File: src/rtl/ring_freq_counter.sv
`default_nettype none
// +--------------------------------------------------------------------------+
// | ring_freq_counter: gated rising-edge counter for an on-chip ring          |
// | oscillator. Optional macro RING_FREQ_OVF_EN: saturate + overflow flag.    |
// | Revision: 1.0                                                             |
// +--------------------------------------------------------------------------+
module ring_freq_counter #(
  parameter int CNT_W      = 16,
  parameter int GATE_W     = 16,
  parameter int SETTLE_CYC = 4
) (
  input  logic              clk,
  input  logic              rst,
  input  logic              start,
  input  logic [GATE_W-1:0] gate_len,
  input  logic              ring_in,
  output logic              ring_en0,
  output logic              ring_en1,
  output logic [CNT_W-1:0]  count,
  output logic              count_valid,
  input  logic              count_ready,
  output logic              busy
`ifdef RING_FREQ_OVF_EN
  ,
  output logic              overflow
`endif
);

  localparam int SET_W = (SETTLE_CYC < 2) ? 1 : $clog2(SETTLE_CYC + 1);
  localparam logic [SET_W-1:0] SETTLE_LD = SET_W'(SETTLE_CYC);

  typedef enum logic [1:0] {
    IDLE   = 2'd0,
    SETTLE = 2'd1,
    GATE   = 2'd2,
    DONE   = 2'd3
  } state_t;

  state_t             state;
  logic               sync1, sync2, sync3;
  logic [SET_W-1:0]   settle_cnt;
  logic [GATE_W-1:0]  gate_cnt;
  logic [CNT_W-1:0]   edge_cnt;
  logic [CNT_W-1:0]   edge_next;
  logic               rise;

  assign rise = sync2 & ~sync3;

`ifdef RING_FREQ_OVF_EN
  logic sat;
  logic sat_hit;

  // An edge arriving while the counter is already all-ones is the saturation event.
  always_comb begin
    edge_next = edge_cnt;
    sat_hit   = 1'b0;
    if (rise) begin
      if (&edge_cnt) begin
        sat_hit = 1'b1;
      end else begin
        edge_next = edge_cnt + CNT_W'(1);
      end
    end
  end
`else
  always_comb begin
    edge_next = edge_cnt + CNT_W'(rise);
  end
`endif

  always_ff @(posedge clk) begin
    if (rst) begin
      state       <= IDLE;
      sync1       <= 1'b0;
      sync2       <= 1'b0;
      sync3       <= 1'b0;
      settle_cnt  <= '0;
      gate_cnt    <= '0;
      edge_cnt    <= '0;
      count       <= '0;
      count_valid <= 1'b0;
      busy        <= 1'b0;
      ring_en0    <= 1'b0;
      ring_en1    <= 1'b0;
`ifdef RING_FREQ_OVF_EN
      sat         <= 1'b0;
      overflow    <= 1'b0;
`endif
    end else begin
      sync1 <= ring_in;
      sync2 <= sync1;
      sync3 <= sync2;
      case (state)
        IDLE: begin
          if (start) begin
            gate_cnt   <= (gate_len == '0) ? GATE_W'(1) : gate_len;
            settle_cnt <= SETTLE_LD;
            edge_cnt   <= '0;
            busy       <= 1'b1;
            ring_en0   <= 1'b1;
            ring_en1   <= 1'b1;
`ifdef RING_FREQ_OVF_EN
            sat        <= 1'b0;
`endif
            state      <= (SETTLE_CYC == 0) ? GATE : SETTLE;
          end
        end
        SETTLE: begin
          if (settle_cnt <= SET_W'(1)) begin
            state <= GATE;
          end else begin
            settle_cnt <= settle_cnt - SET_W'(1);
          end
        end
        GATE: begin
          edge_cnt <= edge_next;
`ifdef RING_FREQ_OVF_EN
          sat      <= sat | sat_hit;
`endif
          // The edge seen in the closing gate cycle is folded into the result.
          if (gate_cnt <= GATE_W'(1)) begin
            state       <= DONE;
            count       <= edge_next;
            count_valid <= 1'b1;
            ring_en0    <= 1'b0;
            ring_en1    <= 1'b0;
`ifdef RING_FREQ_OVF_EN
            overflow    <= sat | sat_hit;
`endif
          end else begin
            gate_cnt <= gate_cnt - GATE_W'(1);
          end
        end
        DONE: begin
          if (count_valid && count_ready) begin
            state       <= IDLE;
            count_valid <= 1'b0;
            busy        <= 1'b0;
`ifdef RING_FREQ_OVF_EN
            overflow    <= 1'b0;
`endif
          end
        end
        default: state <= IDLE;
      endcase
    end
  end

endmodule
`default_nettype wire
File: config.mk
export PLATFORM = sky130hd
export DESIGN_NAME = ring_freq_counter
export DESIGN_NICKNAME = d
export VERILOG_FILES = /design/src/rtl/ring_freq_counter.sv
export SDC_FILE = /design/constraint.sdc
export NUM_CORES = 1
export LEC_CHECK = 0
export CAP_MARGIN = 5
export CORE_AREA = 2 2 81 83
export CTS_BUF_LIST = sky130_fd_sc_hd__clkbuf_4 sky130_fd_sc_hd__clkbuf_8
export CTS_CLUSTER_DIAMETER = 60
export DETAILED_ROUTE_END_ITERATION = 8
export DIE_AREA = 0 0 83 85
export PLACE_DENSITY_LB_ADDON = 0.05
export SLEW_MARGIN = 20
export SYNTH_ARGS = -nofsm -noshare
export SYNTH_HDL_FRONTEND = slang
export SYNTH_SLANG_ARGS = --single-unit
File: constraint.sdc
create_clock -name clk -period 3.9 [get_ports clk]
set_clock_uncertainty 0.1 [all_clocks]
set_input_delay 0.78 -clock clk [delete_from_list [all_inputs] [get_ports clk]]
set_output_delay 0.78 -clock clk [all_outputs]
set_load 0.005 [all_outputs]
; Word-level counts from Yosys, hierarchy flattened
; Cells that the tools add are included.
[totals]
register_bits = 59
elab_cells = 63
in_bits = 21
out_inout_bits = 20
[classes]
n_bitwise = 2
mux = 21
n_addsub = 3
eq_ne = 9
magnitude_cmp = 2
reduce_logical = 15
[ops]
columns = operator, count
row1 = $mux W16, 4
row2 = $pmux W16 S2, 2
row3 = $add A16 B1 Y16, 1
row4 = $le A16 B1 Y1 const B, 1
row5 = $logic_not A16 Y1, 1
row6 = $sub A16 B1 Y16 const B, 1
row7 = $reduce_and A3 Y1, 5
row8 = $ne A2 B2 Y1 const B, 6
row9 = $mux W2, 4
row10 = $pmux W2 S4, 1
row11 = $reduce_bool A2 Y1, 4
row12 = $mux W3, 2
row13 = $pmux W1 S2, 3
row14 = $pmux W3 S2, 1
row15 = $eq A2 B2 Y1 const B, 2
row16 = $mux W1, 4
row17 = $reduce_and A2 Y1, 2
row18 = $reduce_and A4 Y1, 1
row19 = $le A3 B1 Y1 const B, 1
row20 = $sub A3 B1 Y3 const B, 1
row21 = $eq A2 B1 Y1 const B, 1
row22 = $logic_not A2 Y1, 1
row23 = $and A1 B1 Y1, 1
row24 = $logic_and A1 B1 Y1, 1
row25 = $not A1 Y1, 1

; Logic depth before layout (Yosys ltp)
; Gate-level depths: netlist of the first run.
[depth]
word_depth = 4
ltp_mapped = 9
ltp_nobuf = 8

; Worst setup path after synthesis of the first run
; OpenSTA, ideal clock, no wires.
[synth_path]
path_kind = flip-flop to flip-flop
startpoint = register gate_cnt[4]
endpoint = register gate_cnt[1]
path_buffers = 3
path_stages_with_launch = 9
required_time_ns = 3.721
arrival_ns = 2.076
setup_slack_ns = 1.645
setup_ns = 0.079
period_less_slack_ns = 2.255
path_cell_list = dfxtp_1 or3_1 buf_6 or4_4 buf_6 o21ai_4 buf_6 nor2_2 a211oi_2
[synth_between]
elab_chain_len = 3
[synth_lines]
columns = element, line
row1 = from (decl), 42  ; logic [GATE_W-1:0] gate_cnt;
row2 = from (signal assigned), 96  ; gate_cnt <= (gate_len == '0) ? GATE_W'(1) : gate_len;
row3 = from (signal assigned), 131  ; gate_cnt <= gate_cnt - GATE_W'(1);
row4 = $le A16 B1 Y1, 121  ; if (gate_cnt <= GATE_W'(1)) begin
row5 = $ne A2 B2 Y1 (no source line), --
row6 = $reduce_and A3 Y1 (no source line), --
; No other way between the ends.
; A chain may end at the register's enable or synchronous reset.

; Final worst setup path of the first run
[layout_path]
startpoint = register gate_cnt[4]
endpoint = register gate_cnt[10]
[layout_between]
elab_chain_len = 3
elab_cells_between_ends = 6
classes_between = add/sub (1) / order compare (1) / eq/ne (1) / mux (2) / reduce/logical (1)
[layout_lines]
columns = element, line
row1 = $sub A16 B1 Y16 / $le A16 B1 Y1 (equally long branches), "131, 121"
row2 = $mux W16 / $ne A2 B2 Y1 (equally long branches), --
row3 = $pmux W16 S2 / $reduce_and A3 Y1 (equally long branches), --
; Parallel ways exist; a longest one is shown, timed or not. The select of a mux whose other input is x is not followed.

==> qor.yml, run 1 <==
layout_common_cells: "59 x dfxtp_1, 40 x nor2_1, 39 x clkdlybuf4s50_1"
place_congestion: 0.882
diodes: 0
synth_nets: 439
cts_resized: 0
fmax_ghz: 0.383
htreeDepth: 3
yosysWarningCount: 0
register_area_mm2: 0.00118
grt_max_degree: 38
place_hpwl_um: 5200
p_leak_nw: 1.38
cp-end-kind: "flop"
cts_buffer_depth: 2
yosysSeqAreaShare_pct: 35.8
cap_violations: 0
r2r-start: "gate_cnt[4]"
fp.dieW_um: 83
fin_crit_sh_pct: 67.0
finalSetupTns_ns: 0
whs_path_depth: 1
synth_edf_count: 0
final.min_clock_period_ns: 2.61
avgSynthCellArea_um2: 8.09
grt_pass1_vias: 2849
r2r_slack_ns: 1.29
first_pass_iters: 4
rows: 29
ys.flop_type: "dfxtp_1"
stdcell_area_mm2: 0.00393
die_h_um: 85
start_util_pct: 53.2
rr_worst_depth: 5
hp-start: "sync1"
drt-initial-drc-count: 205
yosysUniqueCellTypes: 57
syn_inst: 408
path_class: "reg2reg"
fillerInstances: 557
preCtsSetupSlack_ns: 1.19
clk_latency_ns: 0.33
clock-sinks: 59
routed_wl_um: 7770
cts_made_buffers: 9
async_flop_share_pct: 0
fin_nets: 468
io_pins: 41
syn_to_final_growth_pct: 19.0
relSlewSlack_pct: 39.7
setup_viol: 0
vdd_drop_max_uv: 371
total_power_mw: 2.39
hold_viol_final: 0
antenna_found_initial: 0
post-cts-setup-buffers: 0
clk_pin_slew_worst_paths_ns: 0.07
drc: 0
p_per_area_mw_per_mm2: 609
hold_class: "reg2reg"
vias_per_cell: 5.76
die-area_mm2: 0.00706
worstPathRequired_ns: 4.05
overflow: 0
dr_total_vias: 2989
tritoncts: "yes"
grt_pass1_wl_um: 13400
grtUsageTotal_pct: 22.9
syn_area_mm2: 0.00330
maxSlewViolCount: 0
ys_ff_latch: 59
final_core_util_pct: 63.3
cts-hold-fix-buffers: 0
final_layout_size_suffix_gt1_share_pct: 9.28
worst_ep_arrival_time_ns: 2.76
fin_ws_ns: 1.29
multi_input_area_mm2: 0.00192
startpoint_type: "flop"
timing.rr.end: "gate_cnt[10]"
rsz0062_at_grt: "false"
final_common_cell: "dfxtp_1"
tightest_slew_ns: 0.880
min_to: "sync2"
post_drt_wl_per_cell_um: 15.0
port_buffers: 40
place_area_mm2: 0.00370
cts_root_buf: "clkbuf_8"
ant_nets: 0
crit_fanout: 19
core_area_mm2: 0.00620
outcome: "finished clean"
[critical path, cell delays in order (launching register included)]
cell,delay (ns)
dfxtp_1,0.37
or3_1,0.55
or4_4,0.65
o21ai_4,0.50
o21ai_0,0.18
a21oi_1,0.18
[worst max-delay path by stage]
stage | startpoint | endpoint | slack [ns]
3_5_place_dp | start | gate_cnt[15] | 1.19
5_1_grt | gate_cnt[4] | gate_cnt[10] | 1.18
6_report | gate_cnt[4] | gate_cnt[10] | 1.29
3_3_place_gp | start | gate_cnt[15] | 1.24
4_1_cts | gate_cnt[4] | gate_cnt[10] | 1.31
2_1_floorplan | gate_cnt[4] | gate_cnt[1] | 1.64
[kinds of logic after synthesis]
group | count (synthesis) | share of synthesized area (%)
xor gates and xnor gates | 15 | 3.98
muxes | 19 | 5.99
DFF | 59 | 35.8
AOI/OAI and AO/OA | 106 | 21.1
adders and majority gates | 10 | 3.79
buffers and inverters | 44 | 6.07
and+or+nand+nor | 155 | 23.3
[where the power goes]
group	total (mW)	internal, mW	leakage, nW	switching, mW
Clock	0.636	0.392	0.117	0.244
Combinational	0.987	0.388	0.788	0.599
Sequential	0.767	0.684	0.480	0.0823
Total	2.39	1.46	1.38	0.926
[sequential cells by signal, indices dropped and copies added (netlist names)]
register,count
sync3,1
busy,1
state,2
settle_cnt,3
count_valid,1
count,16
gate_cnt,16
sync2,1
ring_en1,1
sync1,1
edge_cnt,16
[layout make-up]
class | instances | share of cell area (%)
clock buffers | 12 | 3.89
clock inverters | 4 | 1.88
inverters | 16 | 1.53
multi-input cells | 305 | 49.0
flip-flops and latches | 59 | 30.1
well taps | 77 | 2.45
repair buffers | 46 | 11.2
[per-stage QoR]
| stage | cells | hold WS [ns] |
|---|---|---|
| after floorplan | 408 | 0.314 |
| after global placement | 503 | 0.335 |
| after detailed placement | 503 | 0.339 |
| after CTS | 519 | 0.353 |
| after global routing | 519 | 0.374 |
| final | 519 | 0.350 |
[cell usage after synthesis (all sizes together), types with 6 or more instances]
library cell / instances / area [um2]
xnor2: 11 / 96.3
nand4: 6 / 37.5
nand2: 38 / 143
nor3: 13 / 65.1
o21ai: 26 / 141
nor4: 14 / 87.6
dfxtp: 59 / 1180
mux2i: 13 / 130
a211oi: 9 / 72.6
inv: 16 / 60.1
mux2: 6 / 67.6
ha: 10 / 125
nand3: 10 / 50.1
buf: 11 / 76.3
a21oi: 32 / 164
nor2b: 10 / 62.6
clkbuf: 17 / 63.8
nor2: 41 / 156
[per-layer routing]
layer  track usage (%)  routed length, um  vias up
met5                 0                  0        -
met4              6.86                111        0
met3              6.52                389        9
met2              36.1               3540       69
met1              30.8               3730     1401
li1                  -                  -     1510
(Power assumes the default switching activity.)
==> inputs of run 2 (changes only) <==
Settings changed: CORE_AREA 2 2 81 83 to 2 2 83 85, DIE_AREA 0 0 83 85 to 0 0 85 87.
Clock period 3.9 ns to 2.2 ns, I/O delays scaled along.
==> qor.yml, run 2 (synthesis results as in run 1) <==
vias_per_cell: 5.64
fin_crit_sh_pct: 95.3
clock-sinks: 59
grt_pass1_vias: 2884
io_pins: 41
hold_class: "reg2reg"
place_congestion: 0.845
setup_viol: 0
clk_pin_slew_worst_paths_ns: 0.06
slowest_delay_ns: 0.56
whs_ns: 0.347
die-area_mm2: 0.00740
ant_nets: 0
fin_nets: 493
grt_max_degree: 48
final_cells: 546
die_h_um: 87
core_area_mm2: 0.00657
vdd_drop_max_uv: 766
dp_cells: 531
final_common_cell: "dfxtp_1"
path_class: "reg2reg"
worstPathRequired_ns: 2.37
syn_to_final_growth_pct: 26.2
fp.dieW_um: 85
reg_top3: "count: 16 flops, edge_cnt: 16 flops, gate_cnt: 16 flops"
layout_common_cells: "59 x dfxtp_1, 40 x nor2_1, 39 x clkdlybuf4s50_1"
tritoncts: "yes"
post_drt_wl_per_cell_um: 14.9
dr_total_vias: 3079
maxSlewViolCount: 0
diodes: 0
crit_path_cell_trace: "or4_1, or4_4, o21ai_4, buf_12, o21ai_0, a21oi_1"
first_pass_iters: 4
outcome: "finished clean"
drt-initial-drc-count: 132
tightest_slew_ns: 0.448
relSlewSlack_pct: 69.8
rows: 30
fmax_ghz: 0.477
final_layout_size_suffix_gt1_share_pct: 15.7
p_leak_nw: 1.50
overflow: 0
p_per_area_mw_per_mm2: 1060
grt_pass1_wl_um: 13600
rsz0062_at_grt: "true"
whs_path_depth: 1
place_hpwl_um: 5600
final.min_clock_period_ns: 2.10
cap_violations: 0
startpoint_type: "flop"
cts_buffer_depth: 2
htreeDepth: 3
cts-hold-fix-buffers: 0
post-cts-setup-buffers: 0
crit_slowest_cell: "or4_1"
drc: 0
worst_ep_arrival_time_ns: 2.27
rr_worst_depth: 6
clk_latency_ns: 0.35
routed_wl_um: 8120
antenna_found_initial: 0
cp-end-kind: "flop"
cts_resized: 0
cts_made_buffers: 9
start_util_pct: 50.2
cts_root_buf: "clkbuf_8"
hold_viol_final: 0
grtUsageTotal_pct: 22.9
port_buffers: 40
crit_fanout: 19
-- run 2: worst max-delay path, delay by kind of cell (launching register included) --
kind,cells,cell delay (ns)
DFF,1,0.31
AOI/OAI and AO/OA,3,0.41
buffers and inverters,1,0.17
and+or+nand+nor,2,1.04
-- run 2: stage by stage --
step / worst slack, ns / area [um2] / TNS, ns / power (mW) / utilization [%]
CTS: 0.0453 / 4120 / 0 / 4.39 / 62.7
global route: -0.0102 / 4160 / -0.0102 / 4.74 / 63.4
floorplan: 0.00246 / 3300 / 0 / 2.70 / -
detailed placement: -0.0715 / 3930 / -0.0715 / 3.40 / 59.8
global placement: -0.00962 / 3930 / -0.00962 / 3.37 / 59.8
finish: 0.103 / 4160 / 0 / 4.43 / 63.4
-- run 2: report_power, final --
group / leakage, nW / internal [mW] / switching, mW
clock network: 0.102 / 0.543 / 0.435
registers: 0.480 / 1.21 / 0.113
logic: 0.923 / 0.961 / 1.17
-- run 2: final timing paths --
kind | from | to | slack (ns)
setup reg to reg | gate_cnt[3] | gate_cnt[9] | 0.10
hold / removal | sync1 | sync2 | 0.35
setup / recovery | gate_cnt[3] | gate_cnt[9] | 0.10
hold reg to reg | sync1 | sync2 | 0.35
-- run 2: area by class of cell --
cell class	instances	area [um2]
timing repair buffer	71	666
fill	617	2400
inverter	16	60.1
sequential	59	1180
multi-input combinational	305	1970
clock buffer	10	138
tap	80	100
clock inverter	5	53.8
-- run 2: metal layers --
layer,GRT usage (%),part of all wire (%),vias up
met4,7.22,1.8,0
met5,0,0,-
met1,32.2,48,1428
met2,34.9,46,72
li1,-,-,1566
met3,5.21,4.1,13
